===== src/rtl/seven_seg_scanner_if.sv =====
// Display-value / segment-pin bus for seven_seg_scanner.
// master: display-value logic (drives codes, dp, enables, lz; sees pins).
// slave : the scanner itself.
interface seven_seg_scanner_if #(
  parameter int NUM_DIGITS = 6
);
  localparam int SEL_W = (NUM_DIGITS > 1) ? $clog2(NUM_DIGITS) : 1;

  logic [4*NUM_DIGITS-1:0] data_in;
  logic [NUM_DIGITS-1:0]   dp_in;
  logic [NUM_DIGITS-1:0]   digit_en;
  logic                    lz_suppress;
  logic [SEL_W-1:0]        mux_sel;
  logic [3:0]              data_out;
  logic [6:0]              seg_n;
  logic                    dp_n;
  logic [NUM_DIGITS-1:0]   an_n;
  logic                    frame_done;

  modport master (
    output data_in, dp_in, digit_en, lz_suppress,
    input  mux_sel, data_out, seg_n, dp_n, an_n, frame_done
  );

  modport slave (
    input  data_in, dp_in, digit_en, lz_suppress,
    output mux_sel, data_out, seg_n, dp_n, an_n, frame_done
  );
endinterface


===== src/rtl/seven_seg_scanner.sv =====
// Time-multiplexed common-anode seven-segment scanner with prescaled digit
// slots, dead-time anti-ghosting, frame-latched (tear-free) shadow inputs,
// leading-zero suppression, per-digit enable and decimal point.
module seven_seg_scanner #(
  parameter int NUM_DIGITS  = 6,
  parameter int PRESCALE    = 50000,
  parameter int DEAD_CYCLES = 500
) (
  input logic                clk,
  input logic                rst_n,
  seven_seg_scanner_if.slave bus
);
  localparam int          SEL_W = (NUM_DIGITS > 1) ? $clog2(NUM_DIGITS) : 1;
  localparam int          CNT_W = (PRESCALE > 1) ? $clog2(PRESCALE) : 1;
  localparam int unsigned ND    = NUM_DIGITS;

  localparam logic [CNT_W-1:0] CNT_MAX  = CNT_W'(PRESCALE - 1);
  localparam logic [CNT_W-1:0] CNT_DEAD = CNT_W'(DEAD_CYCLES);
  localparam logic [SEL_W-1:0] SEL_MAX  = SEL_W'(NUM_DIGITS - 1);

  // ST_PRIME: first clock after reset release loads the shadow without a frame pulse
  typedef enum logic {ST_PRIME, ST_RUN} state_t;

  state_t                  r_state;
  logic [CNT_W-1:0]        r_cnt;
  logic [SEL_W-1:0]        r_sel;
  logic [4*NUM_DIGITS-1:0] r_code;
  logic [NUM_DIGITS-1:0]   r_dp;
  logic [NUM_DIGITS-1:0]   r_en;
  logic                    r_lz;
  logic [3:0]              r_data_out;
  logic [6:0]              r_seg_n;
  logic                    r_dp_n;
  logic [NUM_DIGITS-1:0]   r_an_n;
  logic                    r_frame_done;

  logic                    w_tick;
  logic                    w_wrap;
  logic                    w_load;
  logic [3:0]              w_code;
  logic                    w_dp;
  logic                    w_en;
  logic                    w_hi_zero;
  logic                    w_lz_blank;
  logic                    w_bad_code;
  logic                    w_blank;
  logic [6:0]              w_glyph;
  logic [6:0]              w_seg_n;
  logic [3:0]              w_data_out;
  logic                    w_dp_n;
  logic [NUM_DIGITS-1:0]   w_an_n;

  // Slot timing: end-of-slot tick, end-of-frame wrap, and shadow load strobe
  always_comb begin
    w_tick = (r_cnt == CNT_MAX);
    w_wrap = w_tick && (r_sel == SEL_MAX);
    w_load = w_wrap || (r_state == ST_PRIME);
  end

  // Select the current digit from the shadow and work out its pin pattern
  always_comb begin
    w_code    = 4'h0;
    w_dp      = 1'b0;
    w_en      = 1'b0;
    w_hi_zero = 1'b1;
    for (int unsigned i = 0; i < ND; i++) begin
      if (r_sel == SEL_W'(i)) begin
        w_code = r_code[4*i +: 4];
        w_dp   = r_dp[i];
        w_en   = r_en[i];
      end
      // digits from the current one up to the most significant must all be zero
      if ((SEL_W'(i) >= r_sel) && (r_code[4*i +: 4] != 4'h0))
        w_hi_zero = 1'b0;
    end
    w_lz_blank = r_lz && (r_sel != '0) && w_hi_zero;
    w_bad_code = (w_code > 4'h9) && (w_code != 4'hB);
    w_blank    = !w_en || w_lz_blank || w_bad_code;

    case (w_code)
      4'h0:    w_glyph = 7'b1000000;
      4'h1:    w_glyph = 7'b1111001;
      4'h2:    w_glyph = 7'b0100100;
      4'h3:    w_glyph = 7'b0110000;
      4'h4:    w_glyph = 7'b0011001;
      4'h5:    w_glyph = 7'b0010010;
      4'h6:    w_glyph = 7'b0000010;
      4'h7:    w_glyph = 7'b1111000;
      4'h8:    w_glyph = 7'b0000000;
      4'h9:    w_glyph = 7'b0010000;
      4'hB:    w_glyph = 7'b0111111;
      default: w_glyph = 7'h7F;
    endcase

    w_seg_n    = w_blank ? 7'h7F : w_glyph;
    w_data_out = w_blank ? 4'hA : w_code;
    w_dp_n     = w_blank ? 1'b1 : ~w_dp;

    w_an_n = '1;
    for (int unsigned i = 0; i < ND; i++) begin
      if (!w_blank && (r_cnt >= CNT_DEAD) && (r_sel == SEL_W'(i)))
        w_an_n[i] = 1'b0;
    end
  end

  // Prescaler, slot sequencing, shadow capture and registered pin outputs
  always_ff @(posedge clk or negedge rst_n) begin
    if (!rst_n) begin
      r_state      <= ST_PRIME;
      r_cnt        <= '0;
      r_sel        <= '0;
      r_code       <= '0;
      r_dp         <= '0;
      r_en         <= '0;
      r_lz         <= 1'b0;
      r_data_out   <= 4'hA;
      r_seg_n      <= 7'h7F;
      r_dp_n       <= 1'b1;
      r_an_n       <= '1;
      r_frame_done <= 1'b0;
    end else begin
      r_state <= ST_RUN;
      r_cnt   <= w_tick ? '0 : r_cnt + 1'b1;
      if (w_tick)
        r_sel <= w_wrap ? '0 : r_sel + 1'b1;
      if (w_load) begin
        r_code <= bus.data_in;
        r_dp   <= bus.dp_in;
        r_en   <= bus.digit_en;
        r_lz   <= bus.lz_suppress;
      end
      r_frame_done <= w_wrap;
      r_data_out   <= w_data_out;
      r_seg_n      <= w_seg_n;
      r_dp_n       <= w_dp_n;
      r_an_n       <= w_an_n;
    end
  end

  assign bus.mux_sel    = r_sel;
  assign bus.data_out   = r_data_out;
  assign bus.seg_n      = r_seg_n;
  assign bus.dp_n       = r_dp_n;
  assign bus.an_n       = r_an_n;
  assign bus.frame_done = r_frame_done;
endmodule


===== src/flat_wrapper.sv =====
// flat-port wrapper written by rule: the top's interface ports become plain ports
module seven_seg_scanner_flat 
#(
  parameter int NUM_DIGITS  = 6,
  parameter int PRESCALE    = 50000,
  parameter int DEAD_CYCLES = 500
)
  (clk, rst_n, bus_data_in, bus_dp_in, bus_digit_en, bus_lz_suppress, bus_mux_sel, bus_data_out, bus_seg_n, bus_dp_n, bus_an_n, bus_frame_done);
  seven_seg_scanner_if #(.NUM_DIGITS(NUM_DIGITS)) bus_i ();
  input logic clk;
  input logic rst_n;
  input wire logic [$bits(bus_i.data_in)-1:0] bus_data_in;
  input wire logic [$bits(bus_i.dp_in)-1:0] bus_dp_in;
  input wire logic [$bits(bus_i.digit_en)-1:0] bus_digit_en;
  input wire logic [$bits(bus_i.lz_suppress)-1:0] bus_lz_suppress;
  output wire logic [$bits(bus_i.mux_sel)-1:0] bus_mux_sel;
  output wire logic [$bits(bus_i.data_out)-1:0] bus_data_out;
  output wire logic [$bits(bus_i.seg_n)-1:0] bus_seg_n;
  output wire logic [$bits(bus_i.dp_n)-1:0] bus_dp_n;
  output wire logic [$bits(bus_i.an_n)-1:0] bus_an_n;
  output wire logic [$bits(bus_i.frame_done)-1:0] bus_frame_done;
  assign bus_i.data_in = bus_data_in;
  assign bus_i.dp_in = bus_dp_in;
  assign bus_i.digit_en = bus_digit_en;
  assign bus_i.lz_suppress = bus_lz_suppress;
  assign bus_mux_sel = bus_i.mux_sel;
  assign bus_data_out = bus_i.data_out;
  assign bus_seg_n = bus_i.seg_n;
  assign bus_dp_n = bus_i.dp_n;
  assign bus_an_n = bus_i.an_n;
  assign bus_frame_done = bus_i.frame_done;
  seven_seg_scanner #(.NUM_DIGITS(NUM_DIGITS), .PRESCALE(PRESCALE), .DEAD_CYCLES(DEAD_CYCLES)) u_core (.clk(clk), .rst_n(rst_n), .bus(bus_i));
endmodule

===== config.mk =====
export PLATFORM = sky130hd
export DESIGN_NAME = seven_seg_scanner_flat
export DESIGN_NICKNAME = d
export VERILOG_FILES = /design/src/rtl/seven_seg_scanner_if.sv /design/src/rtl/seven_seg_scanner.sv /design/src/flat_wrapper.sv
export SDC_FILE = /design/constraint.sdc
export NUM_CORES = 1
export LEC_CHECK = 0
export ABC_AREA = 0
export ABC_CLOCK_PERIOD_IN_PS = 4300
export BUFFER_PORTS_ARGS = -buffer_cell sky130_fd_sc_hd__buf_2
export CAP_MARGIN = 20
export CORE_UTILIZATION = 40
export DETAILED_ROUTE_END_ITERATION = 12
export PLACE_DENSITY = 0.62
export SYNTH_ARGS = -nofsm -noshare
export SYNTH_HDL_FRONTEND = slang
export SYNTH_SLANG_ARGS = --single-unit

===== constraint.sdc =====
create_clock -name clk -period 4.3 [get_ports clk]
set_clock_uncertainty 0.1 [all_clocks]
set_input_delay 0.86 -clock clk [delete_from_list [all_inputs] [get_ports clk]]
set_output_delay 0.86 -clock clk [all_outputs]
set_load 0.02 [all_outputs]

==> impl_metrics.sql <==
INSERT INTO impl_metrics (metric_group, metric, value, unit) VALUES
('grt', 'grt_remaining_overflow', '0', ''),
('final_layout', 'layout-area-overhead-vs-synth', '15.98', '%'),
('timing', 'final_period_minus_worst_setup_slack', '3.523', 'ns'),
('floorplan', 'fp.dieW', '97.93', 'um'),
('final_layout', 'antenna_cells_inserted', '0', ''),
('clock_network', 'clockBufferDepth', '2', ''),
('setup_path', 'critical_path_class', 'flip-flop to flip-flop', ''),
('pwr', 'vdd.ir_drop.worst', '0.1684', 'mV'),
('setup_path', 'critical_path.startpoint_type', 'flip-flop', ''),
('pwr', 'pwr_density_cell', '360.0', 'mW/mm^2'),
('setup_path', 'timing.critical_path.max_delay_family', 'compound AO/OA/AOI/OAI gates', ''),
('logic_synthesis', 'synth_async_sr_flop_share', '100.0', '%'),
('setup_path', 'worst_ep_required_time', '4.44', 'ns'),
('logic_synthesis', 'synth_enable_flop_cells', '0', ''),
('place', 'placement.io_buffers', '60', ''),
('route', 'routed_wirelength', '7948', 'um'),
('logic_synthesis', 'yosys-top-cells-count', '60 x dfrtp_1, 34 x mux2_2, 25 x nor2_1', ''),
('grt', 'number_of_global_route_vias_before_repair', '2648', ''),
('setup_path', 'crit_path_end_kind', 'flip-flop', ''),
('setup_path', 'worstPathBufferInverterCount', '1', ''),
('logic_synthesis', 'synth_top_area_share', '40.79', '%'),
('logic_synthesis', 'mappedNetlistNets', '384', ''),
('clock_network', 'clk_root_buffer_cell', 'clkbuf_8', ''),
('floorplan', 'ioPinCount', '61', ''),
('grt', 'global_route.usage.total', '17.93', '%'),
('setup_path', 'worstPathMaxFanout', '17', ''),
('logic_synthesis', 'synth-main-ff-cell', 'dfrtp_1', ''),
('route', 'drc', '5', ''),
('timing', 'rsz0062_at_grt', 'false', ''),
('floorplan', 'core-area', '0.008806', 'mm^2'),
('timing', 'finalSetupViolations', '0', ''),
('timing', 'final_max_slew_viol_count', '0', ''),
('floorplan', 'initial_utilization', '41.80', '%'),
('route', 'route.antenna.remaining_nets', '0', ''),
('clock_network', 'cts.sinks', '76', ''),
('final_layout', 'nNetsFinal', '443', ''),
('timing', 'final_worst_path_cycle_share', '81.93', '%'),
('timing', 'worst_slew_pin_slew', '0.8612', 'ns'),
('run_status', 'run_status', 'finished with violations', ''),
('timing', 'fmaxAchievable', '0.2838', 'GHz'),
('route', 'routedWlPerCell', '15.71', 'um'),
('logic_synthesis', 'post_synth_inst_count', '334', ''),
('timing', 'final.setup.tns', '0', 'ns'),
('setup_path', 'path_cells', 'inv_1 > ha_1 > nand3_1 > a211o_1 > a221o_1 > ha_1 > o31ai_1 > a21boi_4 > and2_1', ''),
('clock_network', 'ctsHtreeMaxLevel', '3', ''),
('route', 'drt_iter0_markers', '142', ''),
('grt', 'number_of_antenna_violations_at_the_first_check_in_global_routing', '0', ''),
('logic_synthesis', 'yosys_warnings', '0', ''),
('logic_synthesis', 'most_frequent_cell_after_synthesis', 'dfrtp_1', ''),
('route', 'vias_per_cell', '5.472', ''),
('clock_network', 'clock_insertion_delay_worst_skew', '0.35', 'ns'),
('clock_network', 'post_cts_hold_buffer_count', '0', ''),
('logic_synthesis', 'area_leader_netlist', 'dfrtp_1', ''),
('run_status', 'failing_checks', 'DRC', ''),
('clock_network', 'post_cts.repair.setup_buffers', '0', ''),
('logic_synthesis', 'synth.avg_cell_area', '11.02', 'um^2'),
('setup_path', 'data_arrival_critical_path', '3.66', 'ns'),
('floorplan', 'floorplan.die.height', '97.93', 'um'),
('setup_path', 'critical_path.max_stage_delay', '0.56', 'ns'),
('logic_synthesis', 'postSynthRegisterBits', '76', ''),
('place', 'dp_hpwl', '5628', 'um'),
('place', 'gp_routability_congestion', '0.8554', ''),
('pwr', 'cellLeakagePower', '1.880', 'nW'),
('clock_network', 'cts_tree', 'built', ''),
('clock_network', 'post_cts_resize_count', '0', ''),
('logic_synthesis', 'ys_seq_area_share', '52.21', '%'),
('logic_synthesis', 'ys_types', '55', ''),
('timing', 'slew_headroom', '42.59', '%'),
('setup_path', 'critical_path.most_common_cell', 'ha_1', ''),
('clock_network', 'cts_made_buffers', '9', ''),
('route', 'vias', '2769', '');
## metrics by stage
| stage | cells | utilization (%) | area (um^2) | worst slack (ns) |
|---|---|---|---|---|
| after floorplan | 334 | - | 3681 | 1.055 |
| after global placement | 489 | 46.14 | 4063 | 0.9573 |
| after detailed placement | 489 | 46.14 | 4063 | 0.8423 |
| after CTS | 505 | 48.44 | 4265 | 0.8053 |
| after global routing | 506 | 48.48 | 4269 | 0.5469 |
| final | 506 | 48.48 | 4269 | 0.7768 |
## where the power goes
group	leakage, nW	internal (mW)	total, mW	switching (mW)
clock network	0.102	0.298	0.551	0.253
logic	0.872	0.0839	0.182	0.0980
registers	0.906	0.769	0.804	0.0345
## cells in the final DEF, fill, tap and decap left out, types with 4 or more instances in the layout
| master | netlist | layout |
|---|---|---|
| buf_2 | 10 | 60 |
| dfrtp_1 | 60 | 60 |
| mux2_2 | 34 | 34 |
| nor2_1 | 25 | 25 |
| nand2_1 | 22 | 22 |
| nand3_1 | 19 | 19 |
| dfstp_2 | 16 | 16 |
| a21oi_1 | 14 | 14 |
| o21ai_0 | 12 | 12 |
| inv_1 | 11 | 11 |
| ha_1 | 11 | 11 |
| clkbuf_8 | 0 | 11 |
| o21ai_1 | 9 | 8 |
| xnor2_1 | 8 | 8 |
| nor4_1 | 7 | 7 |
| xor2_1 | 6 | 6 |
| nor3_1 | 5 | 5 |
| and3_1 | 4 | 4 |
| a211oi_1 | 4 | 4 |
| nand4_1 | 4 | 4 |
| buf_4 | 1 | 4 |
## metal layers
| layer | GRT usage (%) | routed length [um] |
|---|---|---|
| met1 | 24.66 | 3644 |
| met4 | 5.594 | 91 |
| met2 | 27.09 | 3682 |
| met5 | 0 | 0 |
| met3 | 5.512 | 530 |
## area by class of cell
| class | instances | area, um^2 |
|---|---|---|
| multi-input cells | 228 | 1627 |
| flip-flops and latches | 76 | 1922 |
| well taps | 108 | 135.1 |
| repair buffers | 65 | 334.1 |
| inverters | 13 | 48.80 |
| clock inverters | 4 | 47.55 |
| fillers | 809 | 4537 |
| clock buffers | 12 | 155.1 |
## logic make-up after synthesis
family | share of synthesized area [%]
mux | 10.40
fa+ha+maj | 3.739
flops | 52.21
buf+inv | 3.909
other cells | 0.1019
compound gates | 11.05
xor+xnor | 3.331
simple gates | 15.26
## flip-flops by register name (all words and copies together) (netlist names), 3 cells and up
register and cells:
u_core.bus.an_n 6, u_core.bus.data_out 4, u_core.bus.mux_sel 3, u_core.bus.seg_n 7
u_core.r_cnt 16, u_core.r_code 24, u_core.r_dp 6, u_core.r_en 6
## path summary, 6_finish.rpt
kind / startpoint / end / slack (ns) / cells after the start
max in group asynchronous: rst_n / u_core.bus.seg_n[5]$_DFF_PN1_ / 3.23 / 2
hold / removal: u_core.r_cnt[7]$_DFF_PN0_ / u_core.r_cnt[7]$_DFF_PN0_ / 0.40 / 1
setup reg to reg: u_core.bus.mux_sel[0]$_DFFE_PN0N_ / u_core.bus.data_out[0]$_DFF_PN0_ / 0.78 / 9
setup / recovery: u_core.bus.mux_sel[0]$_DFFE_PN0N_ / u_core.bus.data_out[0]$_DFF_PN0_ / 0.78 / 9
hold reg to reg: u_core.r_cnt[7]$_DFF_PN0_ / u_core.r_cnt[7]$_DFF_PN0_ / 0.40 / 1
min in group asynchronous: rst_n / u_core.r_dp[5]$_DFFE_PN0P_ / 0.43 / 2
Note: power is estimated with default switching activity, not from simulation.
